**config.mk**
```make
export PLATFORM = sky130hd
export DESIGN_NAME = snake_game_ctrl_flat
export DESIGN_NICKNAME = d
export VERILOG_FILES = /design/src/rtl/snake_game_ctrl_if.sv /design/src/rtl/snake_game_ctrl.sv /design/src/flat_wrapper.sv
export SDC_FILE = /design/constraint.sdc
export NUM_CORES = 1
export LEC_CHECK = 0
export ABC_AREA = 0
export BUFFER_PORTS_ARGS = -buffer_cell sky130_fd_sc_hd__buf_2
export CORE_MARGIN = 2
export CORE_UTILIZATION = 44
export DETAILED_ROUTE_END_ITERATION = 12
export PLACE_DENSITY = 0.73
export SLEW_MARGIN = 25
export SYNTH_ARGS = -nofsm -noshare
export SYNTH_HDL_FRONTEND = slang
export SYNTH_SLANG_ARGS = --single-unit
```
**constraint.sdc**
```tcl
create_clock -name pclk -period 3.1 [get_ports pclk]
set_input_delay 0.465 -clock pclk [delete_from_list [all_inputs] [get_ports pclk]]
set_output_delay 0.465 -clock pclk [all_outputs]
set_load 0.005 [all_outputs]
```
**src/rtl/snake_game_ctrl_if.sv**
```systemverilog
// Signal bundle between the snake game sequencer and the rest of the snake pipeline.
// The slave side is the sequencer itself; the master side drives its inputs.
interface snake_game_ctrl_if;
  logic       vblnk_in;
  logic [3:0] btn;
  logic [3:0] score;
  logic       game_over;
  logic       victory;
  logic       move_tick;
  logic       game_rst;
  logic [1:0] state;
  logic       show_game_over;
  logic       show_you_win;

  modport master (
    output vblnk_in, btn, score, game_over, victory,
    input  move_tick, game_rst, state, show_game_over, show_you_win
  );

  modport slave (
    input  vblnk_in, btn, score, game_over, victory,
    output move_tick, game_rst, state, show_game_over, show_you_win
  );
endinterface

```
**src/rtl/snake_game_ctrl.sv**
```systemverilog
// Snake game sequencer: IDLE/PLAY/OVER/WIN state, per-frame step pacing scaled by score,
// game-logic reset and overlay selects.
module snake_game_ctrl #(
  parameter int unsigned FRAMES_PER_STEP_INIT = 30,
  parameter int unsigned FRAMES_PER_STEP_MIN  = 8,
  parameter int unsigned SPEED_STEP           = 2,
  parameter int unsigned END_HOLD_FRAMES      = 120
) (
  input logic               pclk,
  input logic               rst,
  snake_game_ctrl_if.slave  bus
);

  typedef enum logic [1:0] {
    StIdle = 2'b00,
    StPlay = 2'b01,
    StOver = 2'b10,
    StWin  = 2'b11
  } state_e;

  state_e      r_state;
  logic        r_vblnk_q;
  logic [3:0]  r_btn_s1;
  logic [3:0]  r_btn_s2;
  logic [3:0]  r_btn_s3;
  logic [7:0]  r_fcnt;
  logic [7:0]  r_period;
  logic [7:0]  r_hold;
  logic        r_move_tick;
  logic        r_game_rst;
  logic        r_show_go;
  logic        r_show_win;

  logic              w_frame_start;
  logic              w_btn_rise;
  logic              w_step_due;
  logic              w_hold_done;
  logic signed [9:0] w_period_raw;
  logic [7:0]        w_period_next;

  // Register vblank for edge detection and pass buttons through a 2-flop sync plus edge stage.
  always_ff @(posedge pclk) begin
    if (!rst) begin
      r_vblnk_q <= 1'b0;
      r_btn_s1  <= 4'd0;
      r_btn_s2  <= 4'd0;
      r_btn_s3  <= 4'd0;
    end else begin
      r_vblnk_q <= bus.vblnk_in;
      r_btn_s1  <= bus.btn;
      r_btn_s2  <= r_btn_s1;
      r_btn_s3  <= r_btn_s2;
    end
  end

  assign w_frame_start = bus.vblnk_in & ~r_vblnk_q;
  assign w_btn_rise    = |(r_btn_s2 & ~r_btn_s3);
  assign w_step_due    = w_frame_start && (r_fcnt == r_period - 8'd1);
  assign w_hold_done   = (r_hold == 8'(END_HOLD_FRAMES));

  // Step period from the current score; signed so a large score clamps instead of wrapping.
  always_comb begin
    w_period_raw  = $signed(10'(FRAMES_PER_STEP_INIT))
                  - $signed(10'(SPEED_STEP) * {6'd0, bus.score});
    w_period_next = w_period_raw[7:0];
    if (w_period_raw < $signed(10'(FRAMES_PER_STEP_MIN))) begin
      w_period_next = 8'(FRAMES_PER_STEP_MIN);
    end
  end

  // Game FSM with frame/hold counters and registered outputs; end flags win over a due step.
  always_ff @(posedge pclk) begin
    if (!rst) begin
      r_state     <= StIdle;
      r_fcnt      <= 8'd0;
      r_period    <= 8'(FRAMES_PER_STEP_INIT);
      r_hold      <= 8'd0;
      r_move_tick <= 1'b0;
      r_game_rst  <= 1'b1;
      r_show_go   <= 1'b0;
      r_show_win  <= 1'b0;
    end else begin
      r_move_tick <= 1'b0;
      case (r_state)
        StIdle: begin
          if (w_btn_rise) begin
            r_state    <= StPlay;
            r_fcnt     <= 8'd0;
            r_period   <= w_period_next;
            r_game_rst <= 1'b0;
          end
        end
        StPlay: begin
          if (bus.victory) begin
            r_state    <= StWin;
            r_hold     <= 8'd0;
            r_show_win <= 1'b1;
          end else if (bus.game_over) begin
            r_state   <= StOver;
            r_hold    <= 8'd0;
            r_show_go <= 1'b1;
          end else if (w_step_due) begin
            r_fcnt      <= 8'd0;
            r_move_tick <= 1'b1;
            r_period    <= w_period_next;
          end else if (w_frame_start) begin
            r_fcnt <= r_fcnt + 8'd1;
          end
        end
        StOver, StWin: begin
          // Presses before the hold expires are dropped, not remembered.
          if (w_btn_rise && w_hold_done) begin
            r_state    <= StIdle;
            r_game_rst <= 1'b1;
            r_show_go  <= 1'b0;
            r_show_win <= 1'b0;
          end else if (w_frame_start && !w_hold_done) begin
            r_hold <= r_hold + 8'd1;
          end
        end
        default: r_state <= StIdle;
      endcase
    end
  end

  assign bus.state          = r_state;
  assign bus.move_tick      = r_move_tick;
  assign bus.game_rst       = r_game_rst;
  assign bus.show_game_over = r_show_go;
  assign bus.show_you_win   = r_show_win;

endmodule

```
**src/flat_wrapper.sv**
```systemverilog
// flat-port wrapper written by rule: the top's interface ports become plain ports
module snake_game_ctrl_flat 
#(
  parameter int unsigned FRAMES_PER_STEP_INIT = 30,
  parameter int unsigned FRAMES_PER_STEP_MIN  = 8,
  parameter int unsigned SPEED_STEP           = 2,
  parameter int unsigned END_HOLD_FRAMES      = 120
)
  (pclk, rst, bus_vblnk_in, bus_btn, bus_score, bus_game_over, bus_victory, bus_move_tick, bus_game_rst, bus_state, bus_show_game_over, bus_show_you_win);
  snake_game_ctrl_if bus_i ();
  input logic pclk;
  input logic rst;
  input wire logic [$bits(bus_i.vblnk_in)-1:0] bus_vblnk_in;
  input wire logic [$bits(bus_i.btn)-1:0] bus_btn;
  input wire logic [$bits(bus_i.score)-1:0] bus_score;
  input wire logic [$bits(bus_i.game_over)-1:0] bus_game_over;
  input wire logic [$bits(bus_i.victory)-1:0] bus_victory;
  output wire logic [$bits(bus_i.move_tick)-1:0] bus_move_tick;
  output wire logic [$bits(bus_i.game_rst)-1:0] bus_game_rst;
  output wire logic [$bits(bus_i.state)-1:0] bus_state;
  output wire logic [$bits(bus_i.show_game_over)-1:0] bus_show_game_over;
  output wire logic [$bits(bus_i.show_you_win)-1:0] bus_show_you_win;
  assign bus_i.vblnk_in = bus_vblnk_in;
  assign bus_i.btn = bus_btn;
  assign bus_i.score = bus_score;
  assign bus_i.game_over = bus_game_over;
  assign bus_i.victory = bus_victory;
  assign bus_move_tick = bus_i.move_tick;
  assign bus_game_rst = bus_i.game_rst;
  assign bus_state = bus_i.state;
  assign bus_show_game_over = bus_i.show_game_over;
  assign bus_show_you_win = bus_i.show_you_win;
  snake_game_ctrl #(.FRAMES_PER_STEP_INIT(FRAMES_PER_STEP_INIT), .FRAMES_PER_STEP_MIN(FRAMES_PER_STEP_MIN), .SPEED_STEP(SPEED_STEP), .END_HOLD_FRAMES(END_HOLD_FRAMES)) u_core (.pclk(pclk), .rst(rst), .bus(bus_i));
endmodule
```
==> results of run 1 <==
metal layers:
metal | share of wire | up-vias | track usage
met5 | 0 | - | 0
met4 | 0.015 | 0 | 0.06754
met3 | 0.037 | 6 | 0.04070
met2 | 0.48 | 28 | 0.2692
met1 | 0.47 | 730 | 0.2147
li1 | - | 799 | -
sequential cells by signal, summed over array words and instances (netlist names):
name and cells:
u_core.r_btn_s3 4, u_core.r_vblnk_q 1, u_core.bus.show_game_over 1, u_core.r_fcnt 8, u_core.r_btn_s2 4, u_core.bus.move_tick 1, u_core.bus.show_you_win 1, u_core.r_hold 8
u_core.r_period 4, u_core.bus.game_rst 1, u_core.bus.state 2, u_core.r_btn_s1 4
through the flow:
| step | setup WS (ps) | hold WS (ps) | instance area (sq um) | util |
|---|---|---|---|---|
| floorplan | 1130 | 411.9 | 1888 | - |
| detailed placement | 979.1 | 422.2 | 2009 | 0.4952 |
| CTS | 970.0 | 367.2 | 2113 | 0.5208 |
| finish | 955.0 | 372.2 | 2113 | 0.5208 |
| global route | 829.6 | 368.6 | 2113 | 0.5208 |
| global placement | 1045 | 412.9 | 2009 | 0.4952 |
kinds of logic (layout without fill, tap and decap cells):
group / after synthesis / count (layout) / synth area share
compound gates: 53 / 53 / 0.2187
xor+xnor: 12 / 12 / 0.05567
fa+ha+maj: 4 / 4 / 0.02651
buf+inv: 15 / 35 / 0.03644
flops: 39 / 39 / 0.4135
mux: 2 / 2 / 0.01060
simple gates: 85 / 85 / 0.2386
critical path, delay by kind of cell, from the launching register on:
kind	cells	cell delay, ps
flops	1	370
fa+ha+maj	1	240
buf+inv	1	70
compound gates	5	1360
path summary, 6_finish.rpt:
path	startpoint	to	slack, ps
worst max-delay path	u_core.r_period[1]$_SDFFE_PN1P_	u_core.r_period[2]$_SDFFE_PN1P_	950
worst min-delay path	bus_btn[0]	u_core.r_btn_s1[0]$_SDFF_PN0_	370
worst max register to register	u_core.r_period[1]$_SDFFE_PN1P_	u_core.r_period[2]$_SDFFE_PN1P_	950
worst min register to register	u_core.r_btn_s1[2]$_SDFF_PN0_	u_core.r_btn_s2[2]$_SDFF_PN0_	440
power breakdown:
group	switching [uW]	internal, uW	total [uW]
Combinational	76.5	53.5	130
Sequential	17.9	521	539
Clock	176	202	378
Total	271	777	1050
layout make-up:
class	instances	area, sq um	share of cell area
Clock buffer	7	96.34	0.04559
Clock inverter	1	7.507	0.003552
Inverter	8	30.03	0.01421
Multi-Input combinational cell	156	1039	0.4914
Sequential cell	39	780.7	0.3694
Tap cell	50	62.56	0.02960
Timing Repair Buffer	19	97.59	0.04618
cell usage in the layout (no fill, tap or decap), drive strengths merged, types with 8 or more instances in the layout:
master,netlist,final
a211oi,8,8
nand2,16,16
o21ai,8,8
dfxtp,39,39
and2,14,14
a21oi,11,11
nand3,9,9
inv,8,8
nor2,17,17
buf,3,19
==> metrics.sh, run 1 <==
ANT_NETS=0
DIE_HEIGHT_MICRONS=69.51
DP.FINAL_HPWL_MM=2.726
CTS_SINKS=39
GRT_SETUP_UNREPAIRED='no'
MAX_STAGE_DELAY_PS=400
SYNTH_AREA_SQ_UM=1888
SYNTH_TOP_FLOP_CELL='dfxtp_1'
CP_DATA_ARRIVAL_TIME_PS=2330
MAXCAPVIOLATIONS=0
CRITPATHREQUIREDTIME_PS=3290
POSTCTSSETUPREPAIRBUFS=0
CLASS_OF_THE_MOST_CRITICAL_SETUP_PATH='reg -> reg'
VIAS=1563
FINAL_MIN_PERIOD_OVER_CLOCK_PERIOD=0.6919
WORSTHOLDPATHTYPE='in -> reg'
SLEW_HEADROOM=0.5815
GRT.TOTAL_USAGE=0.1672
YS_SEQ_AREA_FRAC=0.4135
WL_PER_CELL_MICRONS=13.63
CTS_BUFFERS=5
FINAL_CELL_COUNT_NO_FILL=280
LEAKAGEPOWER_uW=0.0008040
GRT_PASS1_VIAS=1485
POSTSYNTHNETCOUNT=227
RR_WORST_DEPTH=7
PLACEMENT_ROWS=23
NUMBER_OF_CELLS_TRAVERSED_BY_THE_WORST_HOLD_PATH=2
CLOCK-SKEW-FINAL_PS=7.613
TRITONCTS_CLOCK_TREE='yes'
YOSYS.CELL_TYPES.COUNT=53
FILLER_CELL_COUNT=386
TIGHTESTPINTRANSITION_PS=617.9
REPORT.FINAL.HOLD_VIOL_COUNT=0
AREA_GROWTH_PCT=11.93
NUMBER_OF_ANTENNA_VIOLATIONS_AT_THE_FIRST_CHECK_IN_GLOBAL_ROUTING=0
ROUTED_WL_MM=3.815
SETUP-VIOLATIONS-FINAL=0
DRT_FIRST_ITER_VIOLATIONS=104
DIE-WIDTH_MICRONS=69.51
IO_PINS=19
POWER.DENSITY_nW_PER_UM2=495.8
CRIT_FANOUT=4
TIMING.FINAL.MAX_SLEW_VIOLATIONS=0
IO_BUFFERS=18
SYNTH_TOP_CELL_AREA_SHARE=0.4135
GRT_OVERFLOW=0
SYN_AREA_PER_CELL_SQ_UM=8.991
FINALSETUPTNS_PS=0
VIASPERCELL=5.582
YOSYS-TOP-CELLS-AREA='dfxtp_1 (41%), and2_1 (4.6%), nor2_1 (3.4%)'
CTS_BUFFER_DEPTH=2
MAX_FREQ_MHz=466.2
POSTSYNTHCELLCOUNT=210
CLOCKROOTBUFFER='clkbuf_8'
POST_ROUTE_CELLS_DRIVE_ABOVE_1_SHARE=0.1522
LARGEST_VDD_SUPPLY_DROP_mV=0.3496
DIE-AREA_SQ_UM=4831
GRT_FIRST_PASS_WIRELENGTH_MM=6.596
GRT_START_MAX_NET_PINS=25
SYNTHTOPCELLSBYCOUNT='dfxtp_1 (39), nor2_1 (17), nand2_1 (16)'
SYNTHDOMINANTAREACELLTYPE='dfxtp_1'
N_ANTENNA_CELL=0
CTS.HOLD.BUFFERS_ADDED=0
CRIT_PATH_CELL_TRACE='inv_1 > ha_1 > o21ba_1 > a221o_1 > a211oi_1 > a211oi_1 > a211o_1'
DRT_DRC_VIOLATIONS_LEFT=0
LAYOUT_MIN_CYCLE_TIME_PS=2145
REPORT.POWER.TOTAL_uW=1048
CLK_PIN_SLEW_WORST_PATHS_PS=80
OUTCOME='completed'
CTSHTREEMAXLEVEL=2
ENDPOINT_KIND='register'
TIMING.CRITICAL_PATH.MODE_CELL='a211oi_1'
SYNTH_ASYNC_SR_FLOP_SHARE=0
PLACE.DETAILED.INSTANCES=272
SYNTHMOSTINSTANTIATEDCELL='dfxtp_1'
CTS_RESIZED=0
YOSYSWARNINGS=0
SYNTH_EDF_COUNT=0
DRT_PRE_ANTENNA_ITERS=4
CLOCK_LATENCY_PS=290
CORE_REGION_AREA_SQ_UM=4058
INITIAL_CORE_UTILIZATION=0.4653
YOSYS_REGISTER_BITS=39
CRIT_SLOWEST_CELL='a211oi_1'
GLOBALPLACE.CONGESTION=0.8291
FINALNETCOUNT=246
SETUP.WORST_PATH.START_CLASS='register'
No activity file was read; power rests on OpenSTA's default activity.
==> run 2: changes to the inputs <==
--- a/config.mk
+++ b/config.mk
@@ -10,7 +10,7 @@
 export CORE_MARGIN = 2
 export CORE_UTILIZATION = 44
 export DETAILED_ROUTE_END_ITERATION = 12
-export PLACE_DENSITY = 0.73
+export PLACE_DENSITY = 0.76
 export SLEW_MARGIN = 25
 export SYNTH_ARGS = -nofsm -noshare
 export SYNTH_HDL_FRONTEND = slang
==> constraint.sdc (replaced) <==
create_clock -name pclk -period 1.95 [get_ports pclk]
set_input_delay 0.2925 -clock pclk [delete_from_list [all_inputs] [get_ports pclk]]
set_output_delay 0.2925 -clock pclk [all_outputs]
set_load 0.005 [all_outputs]
==> metrics.sh, run 2 (same netlist as run 1, synthesis figures left out) <==
OUTCOME='finished, violations left'
FAILING_CHECKS='negative setup slack'
MOST-COMMON-LAYOUT-CELLS='dfxtp_1 (37), buf_2 (18), nand2_1 (16), nor2_1 (16), and2_1 (14)'
SETUP-VIOLATIONS-FINAL=2  # +2
ROUTED_WL_MM=4.137  # +8.4%
TIGHTESTPINTRANSITION_PS=535.6  # -82.36 ps
ANT_NETS=0  # unchanged
IO_BUFFERS=18  # unchanged
TIMING.CRITICAL_PATH.MAX_DELAY_FAMILY='compound AO/OA/AOI/OAI gates'
VIASPERCELL=5.804  # +4.0%
CRIT_PATH_CELL_TRACE='inv_2 > ha_4 > o21ba_1 > a221o_1 > a211o_4 > o2111ai_1 > o21ai_1'
DRT_DRC_VIOLATIONS_LEFT=0  # unchanged
MAX_FREQ_MHz=510.1  # +9.4%
DRT_PRE_ANTENNA_ITERS=4  # unchanged
MAXCAPVIOLATIONS=0  # unchanged
PLACEMENT_ROWS=23  # unchanged
IO_PINS=19  # unchanged
GRT_OVERFLOW=0  # unchanged
HOLD_WS_PS=205.4  # -166.8 ps
CLOCKROOTBUFFER='clkbuf_8'
LARGESTREGISTERS='u_core.r_fcnt: 8 flops, u_core.r_hold: 8 flops'
GRT_SETUP_UNREPAIRED='yes'
TIMING.FINAL.WS_SETUP_PS=-10.24  # -965.2 ps
LEAKAGEPOWER_uW=0.0008919  # +11%
LAYOUT.CELLS.MOST_COMMON='dfxtp_1'
REPORT.FINAL.HOLD_VIOL_COUNT=0  # unchanged
CLOCK-SKEW-FINAL_PS=3.652  # -3.962 ps
GRT.TOTAL_USAGE=0.1811  # +0.01392
DIE-WIDTH_MICRONS=69.51  # unchanged
CTSHTREEMAXLEVEL=2  # unchanged
CP_DATA_ARRIVAL_TIME_PS=2130  # -200 ps
AREA_GROWTH_PCT=21.01
CTS_SINKS=39  # unchanged
TIMING.FINAL.MAX_SLEW_VIOLATIONS=0  # unchanged
GLOBALPLACE.CONGESTION=0.8676  # +4.6%
POWER.DENSITY_nW_PER_UM2=788.3  # +59%
LARGEST_VDD_SUPPLY_DROP_mV=0.5537  # +58%
CRITPATHREQUIREDTIME_PS=2120  # -1170 ps
SLEW_HEADROOM=0.6416  # +0.06010
CP_NUM_BUF_INV=1  # unchanged
GRT_PASS1_VIAS=1693  # +14%
CLK_PIN_SLEW_WORST_PATHS_PS=80  # about the same
POST_ROUTE_CELLS_DRIVE_ABOVE_1_SHARE=0.2448  # +0.09264
REG2REG_SLACK_PS=-10  # -970 ps
CLOCK_LATENCY_PS=290  # about the same
TRITONCTS_CLOCK_TREE='yes'
CLASS_OF_THE_MOST_CRITICAL_SETUP_PATH='reg -> reg'
DP.FINAL_HPWL_MM=2.849  # +4.5%
CTS_BUFFERS=5  # unchanged
WL_PER_CELL_MICRONS=14.22  # +4.3%
N_ANTENNA_CELL=0  # unchanged
MAX_STAGE_DELAY_PS=400  # about the same
CRIT_FANOUT=5  # +1
FINAL_MIN_PERIOD_OVER_CLOCK_PERIOD=1.005  # +0.3133
DIE-AREA_SQ_UM=4831  # unchanged
CORE_REGION_AREA_SQ_UM=4058  # unchanged
NUMBER_OF_ANTENNA_VIOLATIONS_AT_THE_FIRST_CHECK_IN_GLOBAL_ROUTING=0  # unchanged
LAYOUT_MIN_CYCLE_TIME_PS=1960  # -184.8 ps
DRT_FIRST_ITER_VIOLATIONS=82  # -21%
CTS_BUFFER_DEPTH=2  # unchanged
FILLER_CELL_COUNT=379  # -1.8%
VIAS=1689  # +8.1%
FINALNETCOUNT=257  # +4.5%
GRT_START_MAX_NET_PINS=24  # -4.0%
REPORT.POWER.TOTAL_uW=1801  # +72%
ENDPOINT_KIND='register'
DIE_HEIGHT_MICRONS=69.51  # unchanged
SETUP.WORST_PATH.START_CLASS='register'
WORSTHOLDPATHTYPE='in -> reg'
INITIAL_CORE_UTILIZATION=0.4653  # unchanged
CRIT_SLOWEST_CELL='a211o_4'
POSTCTSSETUPREPAIRBUFS=0  # unchanged
GRT_FIRST_PASS_WIRELENGTH_MM=7.141  # +8.3%
==> run 2: cell count changes in the layout (fill, tap and decap cells not counted), sizes merged <==
cell,delta
buf,+10
a211o,+1
clkbuf,-1
clkinv,+1
clkinvlp,-1
bufinv,+1
==> run 2: layout make-up <==
class	count	area, sq um	area share
Tap cell	50	62.56	0.02738
Clock buffer	6	82.58	0.03614
Multi-Input combinational cell	157	1119	0.4896
Timing Repair Buffer	29	172.7	0.07558
Sequential cell	39	783.3	0.3428
Inverter	8	30.03	0.01314
Clock inverter	2	35.03	0.01533
==> run 2: final timing paths <==
path	depth (start not counted)	end	start
hold reg to reg	1	u_core.r_btn_s2[1]$_SDFF_PN0_	u_core.r_btn_s1[1]$_SDFF_PN0_
setup reg to reg	7	u_core.r_fcnt[6]$_SDFFE_PN0P_	u_core.r_period[2]$_SDFFE_PN1P_
hold / removal	2	u_core.r_btn_s1[0]$_SDFF_PN0_	bus_btn[0]
setup / recovery	7	u_core.r_fcnt[6]$_SDFFE_PN0P_	u_core.r_period[2]$_SDFFE_PN1P_
==> run 2: per-layer routing <==
metal  GRT usage  part of all wire  vias up
li1            -                 -      824
met1      0.2071              0.42      816
met2      0.3259              0.52       43
met3     0.03924             0.043        6
met4     0.07190             0.015        0
met5           0                 0        -
==> run 2: repair_timing <==
action,in CTS,in global routing
gates resized for setup,9,9
pin swaps,4,8
setup endpoints to repair,12,13
hold buffers,0,0
gates cloned,1,0
==> run 2: power by group <==
| group | switching [uW] | leakage [uW] | internal (uW) |
|---|---|---|---|
| registers | 26.2 | 0.000318 | 830 |
| logic | 142 | 0.000513 | 114 |
| clock network | 275 | 0.0000612 | 414 |
==> run 2: worst register-to-register path: cells and delay by family, from the launching register on <==
kind            cells  cell delay, ps
compound gates      5            1280
buf+inv             1              50
fa+ha+maj           1             170
flops               1             340
==> run 2: through the flow <==
step,cell area (sq um),setup slack [ps],utilization,cells,TNS (ps)
5_1_grt,2285,-78.32,0.5631,291,-455.8
3_5_place_dp,2085,-126.1,0.5137,282,-653.5
4_1_cts,2246,-23.64,0.5535,291,-23.64
6_report,2285,-10.24,0.5631,291,-12.02
2_1_floorplan,1888,-16.78,-,210,-33.56
3_3_place_gp,2085,-49.83,0.5137,282,-161.7
